`src/rtl/mdu_pkg.sv`:
```
// Shared types and constants for the iterative RV32M multiply/divide unit.
package mdu_pkg;

  // Default number of bits retired per CALC cycle.
  localparam int MDU_BPC = 1;

  // RV32M funct3 encodings.
  typedef enum logic [2:0] {
    OP_MUL    = 3'd0,
    OP_MULH   = 3'd1,
    OP_MULHSU = 3'd2,
    OP_MULHU  = 3'd3,
    OP_DIV    = 3'd4,
    OP_DIVU   = 3'd5,
    OP_REM    = 3'd6,
    OP_REMU   = 3'd7
  } mdu_op_t;

  // Control FSM states.
  typedef enum logic [1:0] {
    IDLE = 2'd0,
    CALC = 2'd1,
    DONE = 2'd2
  } mdu_state_t;

endpackage

```
`src/rtl/mdu_div_step.sv`:
```
// Combinational block performing BPC restoring-division steps on
// {remainder, quotient}. The quotient register initially holds the dividend
// and receives quotient bits from the right as dividend bits shift out.
module mdu_div_step #(
  parameter int XLEN = 32,
  parameter int BPC  = 1
) (
  input  logic [XLEN-1:0] i_rem,
  input  logic [XLEN-1:0] i_quo,
  input  logic [XLEN-1:0] i_div,
  output logic [XLEN-1:0] o_rem,
  output logic [XLEN-1:0] o_quo
);

  logic [XLEN:0]   w_shift;
  logic [XLEN-1:0] w_rem;
  logic [XLEN-1:0] w_quo;

  // Unrolled shift / trial-subtract / restore chain.
  always_comb begin
    // NOTE: every variable gets a default before any branch, so no latch is
    // inferred; blocking assignments let each unrolled step see the previous one.
    w_shift = '0;
    w_rem   = i_rem;
    w_quo   = i_quo;
    for (int k = 0; k < BPC; k++) begin
      // One extra bit: the shifted remainder can reach 2*divisor-1.
      w_shift = {w_rem, w_quo[XLEN-1]};
      w_quo   = {w_quo[XLEN-2:0], 1'b0};
      if (w_shift >= {1'b0, i_div}) begin
        w_shift  = w_shift - {1'b0, i_div};
        w_quo[0] = 1'b1;
      end
      w_rem = w_shift[XLEN-1:0];
    end
    o_rem = w_rem;
    o_quo = w_quo;
  end

endmodule

```
`src/rtl/mdu_iter.sv`:
```
// Iterative RV32M multiply/divide unit with valid/ready handshakes and flush.
// Multiplies retire BPC multiplier bits per cycle into a 2*XLEN accumulator;
// divides run BPC restoring steps per cycle on operand magnitudes.
module mdu_iter
  import mdu_pkg::*;
#(
  parameter int XLEN = 32,
  parameter int BPC  = MDU_BPC
) (
  input  logic            clk,
  input  logic            rst_n,
  input  logic            in_valid,
  output logic            in_ready,
  input  logic [2:0]      funct3,
  input  logic [XLEN-1:0] a_in,
  input  logic [XLEN-1:0] b_in,
  input  logic            flush,
  output logic            out_valid,
  input  logic            out_ready,
  output logic [XLEN-1:0] c_out,
  output logic            busy
);

  localparam int ITERS = XLEN / BPC;
  localparam int CW    = (ITERS > 1) ? $clog2(ITERS) : 1;

  mdu_state_t        r_state, w_state_nxt;
  mdu_op_t           r_op, w_op;
  logic [CW-1:0]     r_cnt;
  // Multiply: r_acc is the product, r_mcand the shifting multiplicand.
  // Divide: r_acc is {remainder, quotient}, r_mcand[XLEN-1:0] the divisor.
  logic [2*XLEN-1:0] r_acc, r_mcand;
  logic [2*XLEN-1:0] w_mul_nxt, w_acc_nxt, w_init_acc, w_init_mcand;
  logic [XLEN-1:0]   r_mplier, r_c_out;
  logic              r_neg_q, r_neg_r;
  logic              w_accept, w_is_div, w_a_sgn, w_b_sgn, w_a_neg, w_b_neg, w_special;
  logic [XLEN-1:0]   w_a_mag, w_b_mag, w_special_res;
  logic [XLEN-1:0]   w_rem_nxt, w_quo_nxt, w_calc_res;

  assign w_op     = mdu_op_t'(funct3);
  assign w_is_div = funct3[2];
  assign w_a_sgn  = (w_op == OP_MULH) || (w_op == OP_MULHSU) || (w_op == OP_DIV) || (w_op == OP_REM);
  assign w_b_sgn  = (w_op == OP_MULH) || (w_op == OP_DIV) || (w_op == OP_REM);
  assign w_a_neg  = w_a_sgn & a_in[XLEN-1];
  assign w_b_neg  = w_b_sgn & b_in[XLEN-1];
  assign w_a_mag  = w_a_neg ? -a_in : a_in;
  assign w_b_mag  = w_b_neg ? -b_in : b_in;

  assign in_ready  = (r_state == IDLE) & ~flush;
  assign w_accept  = in_valid & in_ready;
  assign out_valid = (r_state == DONE);
  assign busy      = (r_state != IDLE);
  assign c_out     = r_c_out;

  // Divide-by-zero and signed-overflow results, bypassing CALC.
  always_comb begin
    w_special     = 1'b0;
    w_special_res = '0;
    if (w_is_div) begin
      if (b_in == '0) begin
        w_special     = 1'b1;
        w_special_res = funct3[1] ? a_in : '1;
      end else if (!funct3[0] && (a_in == {1'b1, {(XLEN-1){1'b0}}}) && (b_in == '1)) begin
        w_special     = 1'b1;
        w_special_res = funct3[1] ? '0 : a_in;
      end
    end
  end

  // Initial datapath contents at accept. A signed negative multiplier adds
  // -a_ext * 2^XLEN up front so only its low XLEN bits need iterating.
  always_comb begin
    if (w_is_div) begin
      w_init_acc   = {{XLEN{1'b0}}, w_a_mag};
      w_init_mcand = {{XLEN{1'b0}}, w_b_mag};
    end else begin
      w_init_mcand = {{XLEN{w_a_neg}}, a_in};
      w_init_acc   = w_b_neg ? -{a_in, {XLEN{1'b0}}} : '0;
    end
  end

  // Accumulate BPC partial products for one multiply iteration.
  always_comb begin
    w_mul_nxt = r_acc;
    for (int k = 0; k < BPC; k++) begin
      if (r_mplier[k]) w_mul_nxt = w_mul_nxt + (r_mcand << k);
    end
  end

  mdu_div_step #(
    .XLEN (XLEN),
    .BPC  (BPC)
  ) u_div_step (
    .i_rem (r_acc[2*XLEN-1:XLEN]),
    .i_quo (r_acc[XLEN-1:0]),
    .i_div (r_mcand[XLEN-1:0]),
    .o_rem (w_rem_nxt),
    .o_quo (w_quo_nxt)
  );

  assign w_acc_nxt = r_op[2] ? {w_rem_nxt, w_quo_nxt} : w_mul_nxt;

  // Final result selection with sign correction, used on the last CALC cycle.
  always_comb begin
    case (r_op)
      OP_MUL:                       w_calc_res = w_acc_nxt[XLEN-1:0];
      OP_MULH, OP_MULHSU, OP_MULHU: w_calc_res = w_acc_nxt[2*XLEN-1:XLEN];
      OP_DIV, OP_DIVU:              w_calc_res = r_neg_q ? -w_quo_nxt : w_quo_nxt;
      default:                      w_calc_res = r_neg_r ? -w_rem_nxt : w_rem_nxt;
    endcase
  end

  // State register.
  always_ff @(posedge clk or negedge rst_n) begin
    // NOTE: sequential state uses non-blocking assignments so every register
    // samples pre-edge values regardless of block ordering.
    if (!rst_n) r_state <= IDLE;
    else        r_state <= w_state_nxt;
  end

  // Next-state logic; flush overrides everything.
  always_comb begin
    w_state_nxt = r_state;
    if (flush) begin
      w_state_nxt = IDLE;
    end else begin
      case (r_state)
        IDLE:    if (w_accept) w_state_nxt = w_special ? DONE : CALC;
        CALC:    if (r_cnt == '0) w_state_nxt = DONE;
        DONE:    if (out_ready) w_state_nxt = IDLE;
        default: w_state_nxt = IDLE;
      endcase
    end
  end

  // Operand capture, iteration and registered result.
  always_ff @(posedge clk or negedge rst_n) begin
    if (!rst_n) begin
      r_op     <= OP_MUL;
      r_cnt    <= '0;
      r_acc    <= '0;
      r_mcand  <= '0;
      r_mplier <= '0;
      r_neg_q  <= 1'b0;
      r_neg_r  <= 1'b0;
      r_c_out  <= '0;
    end else if (w_accept) begin
      r_op     <= w_op;
      r_cnt    <= CW'(ITERS - 1);
      r_acc    <= w_init_acc;
      r_mcand  <= w_init_mcand;
      r_mplier <= b_in;
      r_neg_q  <= w_a_neg ^ w_b_neg;
      r_neg_r  <= w_a_neg;
      if (w_special) r_c_out <= w_special_res;
    end else if ((r_state == CALC) && !flush) begin
      r_acc    <= w_acc_nxt;
      r_mplier <= r_mplier >> BPC;
      r_cnt    <= r_cnt - 1'b1;
      if (!r_op[2]) r_mcand <= r_mcand << BPC;
      if (r_cnt == '0) r_c_out <= w_calc_res;
    end
  end

endmodule

```
`config.mk`:
```
export PLATFORM = sky130hd
export DESIGN_NAME = mdu_iter
export DESIGN_NICKNAME = d
export VERILOG_FILES = /design/src/rtl/mdu_pkg.sv /design/src/rtl/mdu_div_step.sv /design/src/rtl/mdu_iter.sv
export SDC_FILE = /design/constraint.sdc
export NUM_CORES = 1
export LEC_CHECK = 0
export ABC_AREA = 0
export BUFFER_PORTS_ARGS = -buffer_cell sky130_fd_sc_hd__buf_2
export CORE_ASPECT_RATIO = 1.75
export CORE_MARGIN = 2
export CORE_UTILIZATION = 27
export CTS_CLUSTER_DIAMETER = 60
export CTS_CLUSTER_SIZE = 25
export DETAILED_ROUTE_END_ITERATION = 10
export PLACE_DENSITY = 0.43
export SLEW_MARGIN = 0
export SYNTH_ARGS = -nofsm -noshare
export SYNTH_HDL_FRONTEND = slang
export SYNTH_SLANG_ARGS = --single-unit
```
`constraint.sdc`:
```
create_clock -name clk -period 5.8 [get_ports clk]
set_input_delay 0.29 -clock clk [delete_from_list [all_inputs] [get_ports clk]]
set_output_delay 0.29 -clock clk [all_outputs]
set_load 0.02 [all_outputs]
```
==> results of run 1 <==
==> worst paths after layout <==
| check | to | slack (ps) |
|---|---|---|
| setup reg to reg | c_out[31] | 190 |
| min in group asynchronous | r_cnt[0] | 190 |
| hold / removal | r_mplier[19] | 30 |
| setup / recovery | c_out[31] | 190 |
| hold reg to reg | c_out[6] | 480 |
| max in group asynchronous | r_mcand[10] | 4280 |
==> cells in the mapped netlist, drive strengths merged, types with 45 or more instances <==
| library cell | n | share of area |
|---|---|---|
| o21ai | 208 | 0.050 |
| nand2 | 351 | 0.063 |
| mux2i | 47 | 0.022 |
| nor3 | 66 | 0.016 |
| nor2 | 300 | 0.054 |
| ha | 102 | 0.061 |
| a211oi | 71 | 0.025 |
| a21o | 78 | 0.028 |
| xnor2 | 123 | 0.051 |
| a21oi | 270 | 0.065 |
| inv | 74 | 0.013 |
| dfrtp | 204 | 0.24 |
| nand3 | 45 | 0.011 |
| nand4 | 55 | 0.016 |
| xor2 | 97 | 0.040 |
| clkbuf | 187 | 0.034 |
==> worst register-to-register path: cells and delay by family (launching register included) <==
kind / cells / cell delay (ps)
muxes: 1 / 420
AOI/OAI and AO/OA: 7 / 2180
adders and majority gates: 2 / 630
and+or+nand+nor: 4 / 1490
buffers and inverters: 2 / 270
DFF: 1 / 510
==> cells by family (layout without fill, tap and decap cells) <==
| logic type | after synthesis | count (layout) |
|---|---|---|
| multiplexers | 65 | 65 |
| AO/OA/AOI/OAI | 972 | 972 |
| adder cells (fa/ha/maj) | 104 | 104 |
| buffers and inverters | 288 | 399 |
| XOR/XNOR | 220 | 220 |
| flip-flops | 204 | 204 |
| AND/OR/NAND/NOR | 987 | 987 |
==> flip-flops by register name, summed over array words and instances (netlist names) <==
signal,count
r_acc,64
r_neg_r,1
r_mplier,32
r_cnt,5
r_state,2
r_neg_q,1
r_op,3
r_mcand,64
c_out,32
==> final cells by class <==
type	count	area (um^2)
flip-flops and latches	204	5110
clock inverters	19	221.5
clock buffers	32	757.0
fillers	8501	52800
repair buffers	271	1879
multi-input cells	2348	14850
inverters	77	289.0
well taps	1027	1285
==> metal layers <==
layer | part of all wire | global-route usage
met4 | 0.095 | 0.2673
met3 | 0.060 | 0.05045
met1 | 0.35 | 0.3594
met2 | 0.49 | 0.5982
met5 | 0.00027 | 0
==> metrics by stage <==
step / power, mW / hold slack (ps) / setup slack, ps / utilization / cells
after detailed placement: 16.85 / 268.7 / 601.6 / 0.3000 / 3902
after global routing: 20.10 / 28.05 / 107.6 / 0.3159 / 3978
after floorplan: 10.88 / -5.591 / 1018 / - / 2840
after CTS: 18.90 / 10.51 / 560.2 / 0.3159 / 3978
after global placement: 16.95 / 264.1 / 621.4 / 0.3000 / 3902
final: 19.28 / 30.50 / 185.7 / 0.3159 / 3978
==> report_power, final <==
group / switching [mW] / internal (mW) / total [mW]
combinational: 9.88 / 4.80 / 14.7
sequential: 0.730 / 1.93 / 2.66
clock: 0.878 / 1.05 / 1.93
==> what timing repair did <==
| item | CTS | global route |
|---|---|---|
| hold buffers | 25 | 0 |
| setup buffers | 0 | 0 |
| gates resized for setup | 0 | 1 |
| endpoints found under the hold margin | 68 | 0 |
| endpoints found under the setup margin | 0 | 1 |
==> flow_summary.json, run 1 <==
{
  "status": "finished, final reports clean",
  "finClkSkew_ps": 23.15,
  "gp_congestion": 1.035,
  "clk_latency_ps": 630,
  "syn_area_um2": 20990,
  "path_max_fanout": 5,
  "drc_errors": 0,
  "start_util": 0.2720,
  "cts_buffer_depth": 3,
  "worst-setup-path-type": "reg2reg",
  "synth-simple-area-share": 0.2166,
  "hpwl_mm": 110.3,
  "area_delta_synth_final_pct": 16.17,
  "cts.sinks": 204,
  "worst_hold_path.num_cells": 3,
  "synthMuxAreaShare": 0.03260,
  "nets": 3106,
  "grt.total_usage": 0.3392,
  "tns_ps": 0,
  "layout_commonest_cell": "nand2_1",
  "r2r_cells": 16,
  "powerDensity_nw_per_um2": 790.6,
  "timing.rr.start": "r_mcand[0]",
  "layout_common_cells": "nand2_1, nor2_1, a21oi_1, dfrtp_1, o21ai_0",
  "fmaxAchievable_ghz": 0.1781,
  "crit_family": "compound AO/OA/AOI/OAI gates",
  "avgSynthCellArea_um2": 7.392,
  "leakagePower_nw": 10.37,
  "core-area_um2": 77190,
  "fin_crit_sh": 0.9680,
  "ys_types": 93,
  "slew_headroom": 0.07972,
  "h-tree-depth": 1,
  "maxCapViolCount": 0,
  "critPathMaxStageDelay_ps": 760,
  "ys_seq_area_frac": 0.2432,
  "io_pins": 107,
  "drt_iter0_markers": 2397,
  "grt_pass1_wl_mm": 190.6,
  "die_w_um": 214.8,
  "post-route-min-period_ps": 5614,
  "path_buf_inv": 2,
  "grt_pass1_vias": 24050,
  "syn-num-nets": 3016,
  "cp-start-kind": "flop",
  "yosys.area_share.adder": 0.06270,
  "synth_top_family_by_area": "compound AO/OA/AOI/OAI gates",
  "grt_max_degree": 101,
  "arrival_ps": 6120,
  "die_height_um": 372.9,
  "hp-class": "in2reg",
  "crit_path_top_delay_cell": "nor3_1",
  "min_from": "b_in[19]",
  "path_cells": "ha_1 -> inv_1 -> fa_1 -> a21o_1 -> a21oi_1 -> nor4_1 -> buf_4 -> nor3_1 -> o22ai_1 -> a2111oi_0 -> a21oi_1 -> nand4bb_1 -> nor3_1 -> mux2_2 -> o21ai_1 -> o211ai_2",
  "yosysWarnings": 0,
  "synth_edf_count": 0,
  "synth_compound_area_frac": 0.3001,
  "setup_viol": 0,
  "cts_buffers": 28,
  "critPathCaptureType": "flop",
  "crit_start": "r_mcand[0]",
  "finalInstanceArea_um2": 24390,
  "synthFlopType": "dfrtp_1",
  "num_vias": 24150,
  "tightest_slew_ps": 1371,
  "synth_seq_cells": 204,
  "antenna_found_initial": 8,
  "drtAntennaViolNets": 0,
  "hold_viol": 0,
  "cp.depth": 16,
  "synthXorXnorAreaFrac": 0.09178,
  "cts_root_buf": "clkbuf_16",
  "rsz0062_at_grt": "no",
  "synthCells": 2840,
  "die_area_um2": 80090,
  "layout-drive-gt1-share": 0.1223,
  "slew_viol_final": 0,
  "synthArstFlopShare": 1.000,
  "drt-pass1-iter-count": 8,
  "irDropWorstVdd_uv": 256.2,
  "vias_per_cell": 6.072,
  "diodes": 0,
  "core.rowCount": 135,
  "post_drt_wl_per_cell_um": 35.18,
  "cts_tree": "done",
  "io_buffers": 106,
  "place_area_um2": 23160,
  "wirelength_mm": 140.0,
  "clkTransAtPathRegs_ps": 80,
  "crit_required_ps": 6300,
  "grt-ovfl-total": 0
}
No activity file was read; power rests on OpenSTA's default activity.
==> run 2, diff against run 1 <==
--- a/config.mk
+++ b/config.mk
@@ -17,4 +17,5 @@
 export SLEW_MARGIN = 0
 export SYNTH_ARGS = -nofsm -noshare
 export SYNTH_HDL_FRONTEND = slang
+export SYNTH_HIERARCHICAL = 1
 export SYNTH_SLANG_ARGS = --single-unit
==> flow_summary.json, run 2 <==
{
  "status": "finished, violations left",
  "violations": "negative hold slack, max-capacitance violations, max-slew violations",
  "wirelength_mm": 145.2,
  "fin_crit_sh": 0.9563,
  "drc_errors": 0,
  "yosysWarnings": 6,
  "synthCells": 2904,
  "gp_congestion": 1.019,
  "setup_ws_ps": 253.6,
  "layoutNonFillerInstCount": 4050,
  "critPathCaptureType": "flop",
  "crit_required_ps": 6320,
  "finalHoldWorstSlack_ps": -9.693,
  "avgSynthCellArea_um2": 7.443,
  "cts_buffer_depth": 3,
  "grt_pass1_vias": 24470,
  "layout_common_cells": "nand2_1, nor2_1, a21oi_1, dfrtp_1, o21ai_0",
  "synthArstFlopShare": 1.000,
  "die_height_um": 378.3,
  "synthFlopType": "dfrtp_1",
  "dp_cells": 3960,
  "clkTransAtPathRegs_ps": 70,
  "hp-class": "in2reg",
  "vias_per_cell": 6.108,
  "grt-ovfl-total": 0,
  "pre_cts_slack_ps": -354.6,
  "leakagePower_nw": 10.22,
  "layout-drive-gt1-share": 0.1494,
  "synth_seq_cells": 204,
  "ys_seq_area_frac": 0.2362,
  "h-tree-depth": 1,
  "crit_path_top_delay_cell": "or4_4",
  "place_area_um2": 23600,
  "io_pins": 107,
  "finalPower_mw": 21.02,
  "antenna_found_initial": 14,
  "cp-start-kind": "flop",
  "nets": 3160,
  "hold_viol": 2,
  "core-area_um2": 79540,
  "hpwl_mm": 113.1,
  "cts_buffers": 28,
  "drtAntennaViolNets": 0,
  "worst-setup-path-type": "reg2reg",
  "finalInstanceArea_um2": 25030,
  "tightest_slew_ps": 1501,
  "path_buf_inv": 2,
  "drt_iter0_markers": 2393,
  "area_delta_synth_final_pct": 15.80,
  "synth_edf_count": 0,
  "fillers": 8748,
  "crit_family": "simple AND/OR/NAND/NOR gates",
  "core.rowCount": 137,
  "synth_area_leader_cell": "dfrtp_1",
  "syn_area_um2": 21610,
  "rsz0062_at_grt": "no",
  "num_vias": 24740,
  "cts_root_buf": "clkbuf_16",
  "grt_pass1_wl_mm": 198.3,
  "netlist_top_cells_area": "dfrtp_1, nand2_1, a21oi_1",
  "syn-num-nets": 3080,
  "maxCapViolCount": 1,
  "tns_ps": 0,
  "drt-pass1-iter-count": 7,
  "die_area_um2": 82420,
  "grt_max_degree": 83,
  "arrival_ps": 6070,
  "cts_tree": "done",
  "path_max_fanout": 7,
  "multi_input_area_um2": 15260,
  "post_drt_wl_per_cell_um": 35.85,
  "post-route-min-period_ps": 5546,
  "synth_commonest_cells": "nand2_1, nor2_1, a21oi_1, dfrtp_1, o21ai_0",
  "die_w_um": 217.9,
  "slew_headroom": -0.0006780,
  "fmaxAchievable_ghz": 0.1803,
  "yosysTopAreaCellShare": 0.2362,
  "slew_viol_final": 2,
  "rrSetupSlack_ps": 250,
  "path_cells": "inv_1 -> ha_2 -> a21oi_4 -> a211oi_1 -> or3_4 -> nor4b_4 -> o21ai_2 -> a31oi_4 -> o21a_4 -> inv_2 -> mux2_2 -> or4_4 -> or4_4 -> or3_4 -> o41ai_4 -> xnor2_1 -> nand2_1 -> o21ai_1 -> a221oi_2 -> o311ai_1",
  "ys_types": 105,
  "setup_viol": 0,
  "cts.sinks": 204,
  "grt.total_usage": 0.3486,
  "synth.most_common_cell": "nand2_1",
  "critPathMaxStageDelay_ps": 640,
  "layout_commonest_cell": "nand2_1",
  "irDropWorstVdd_uv": 341.0,
  "powerDensity_nw_per_um2": 839.8,
  "start_util": 0.2718,
  "seq_area_um2": 5111,
  "io_buffers": 106,
  "clk_latency_ps": 670,
  "reg_top3": "r_acc: 64 flops, r_mcand: 64 flops",
  "finClkSkew_ps": 30.93
}
-- run 2: tightest hold or removal path, stage by stage --
cell and delay, ps:
buf_2 160, a22oi_1 100, nand2_1 60
-- run 2: worst paths after layout --
check                            start            to  cells past startpoint
max                         r_mcand[7]     c_out[30]                     20
min                           b_in[17]  r_mplier[17]                      3
max reg2reg                 r_mcand[7]     c_out[30]                     20
min reg2reg                r_mplier[6]   r_mplier[6]                      2
max in group asynchronous        rst_n     r_acc[12]                      3
min in group asynchronous        rst_n    r_mcand[8]                      2
-- run 2: kinds of logic (layout without fill, tap and decap cells) --
| group | after synthesis | in the layout | synth area share |
|---|---|---|---|
| adder cells (fa/ha/maj) | 104 | 104 | 0.06090 |
| multiplexers | 73 | 73 | 0.03855 |
| flip-flops | 204 | 204 | 0.2362 |
| AO/OA/AOI/OAI | 942 | 942 | 0.2884 |
| AND/OR/NAND/NOR | 1033 | 1033 | 0.2196 |
| buffers and inverters | 322 | 424 | 0.06483 |
| XOR/XNOR | 226 | 226 | 0.09158 |
| other | 0 | 2 | 0 |
-- run 2: stage by stage --
step	utilization	hold WS [ps]
finish	0.3147	-9.693
CTS	0.3134	0.7854
floorplan	-	-5.591
global route	0.3146	5.133
detailed placement	0.2968	308.1
global placement	0.2968	301.6
-- run 2: what timing repair did --
action / 4_1_cts / 5_1_grt
setup endpoints to repair: 1 / 10
gates resized for setup: 2 / 16
hold buffers: 32 / 0
gates cloned: 0 / 0
pin swaps: 0 / 7
buffers inserted: 0 / 3
endpoints found under the hold margin: 103 / 0
-- run 2: routing by layer --
layer	routed length, um	track usage	vias to the layer above
met5	121	0	-
met4	21360	0.4073	20
met3	9984	0.07582	590
met2	67260	0.5741	1340
met1	46450	0.3361	12070
li1	-	-	10720
-- run 2: where the power goes --
part / internal, mW / switching [mW] / leakage (nW) / total [mW]
combinational: 5.06 / 11.2 / 7.25 / 16.3
clock: 1.01 / 0.961 / 0.488 / 1.98
sequential: 1.93 / 0.838 / 2.49 / 2.77
total: 8.00 / 13.0 / 10.2 / 21.0
-- run 2: final cells by class --
class	count	area share
clock buffers	29	0.02899
repair buffers	292	0.08198
multi-input cells	2378	0.6098
well taps	1042	0.05209
diodes	2	0.0001999
inverters	80	0.01200
flip-flops and latches	204	0.2042
clock inverters	23	0.01075
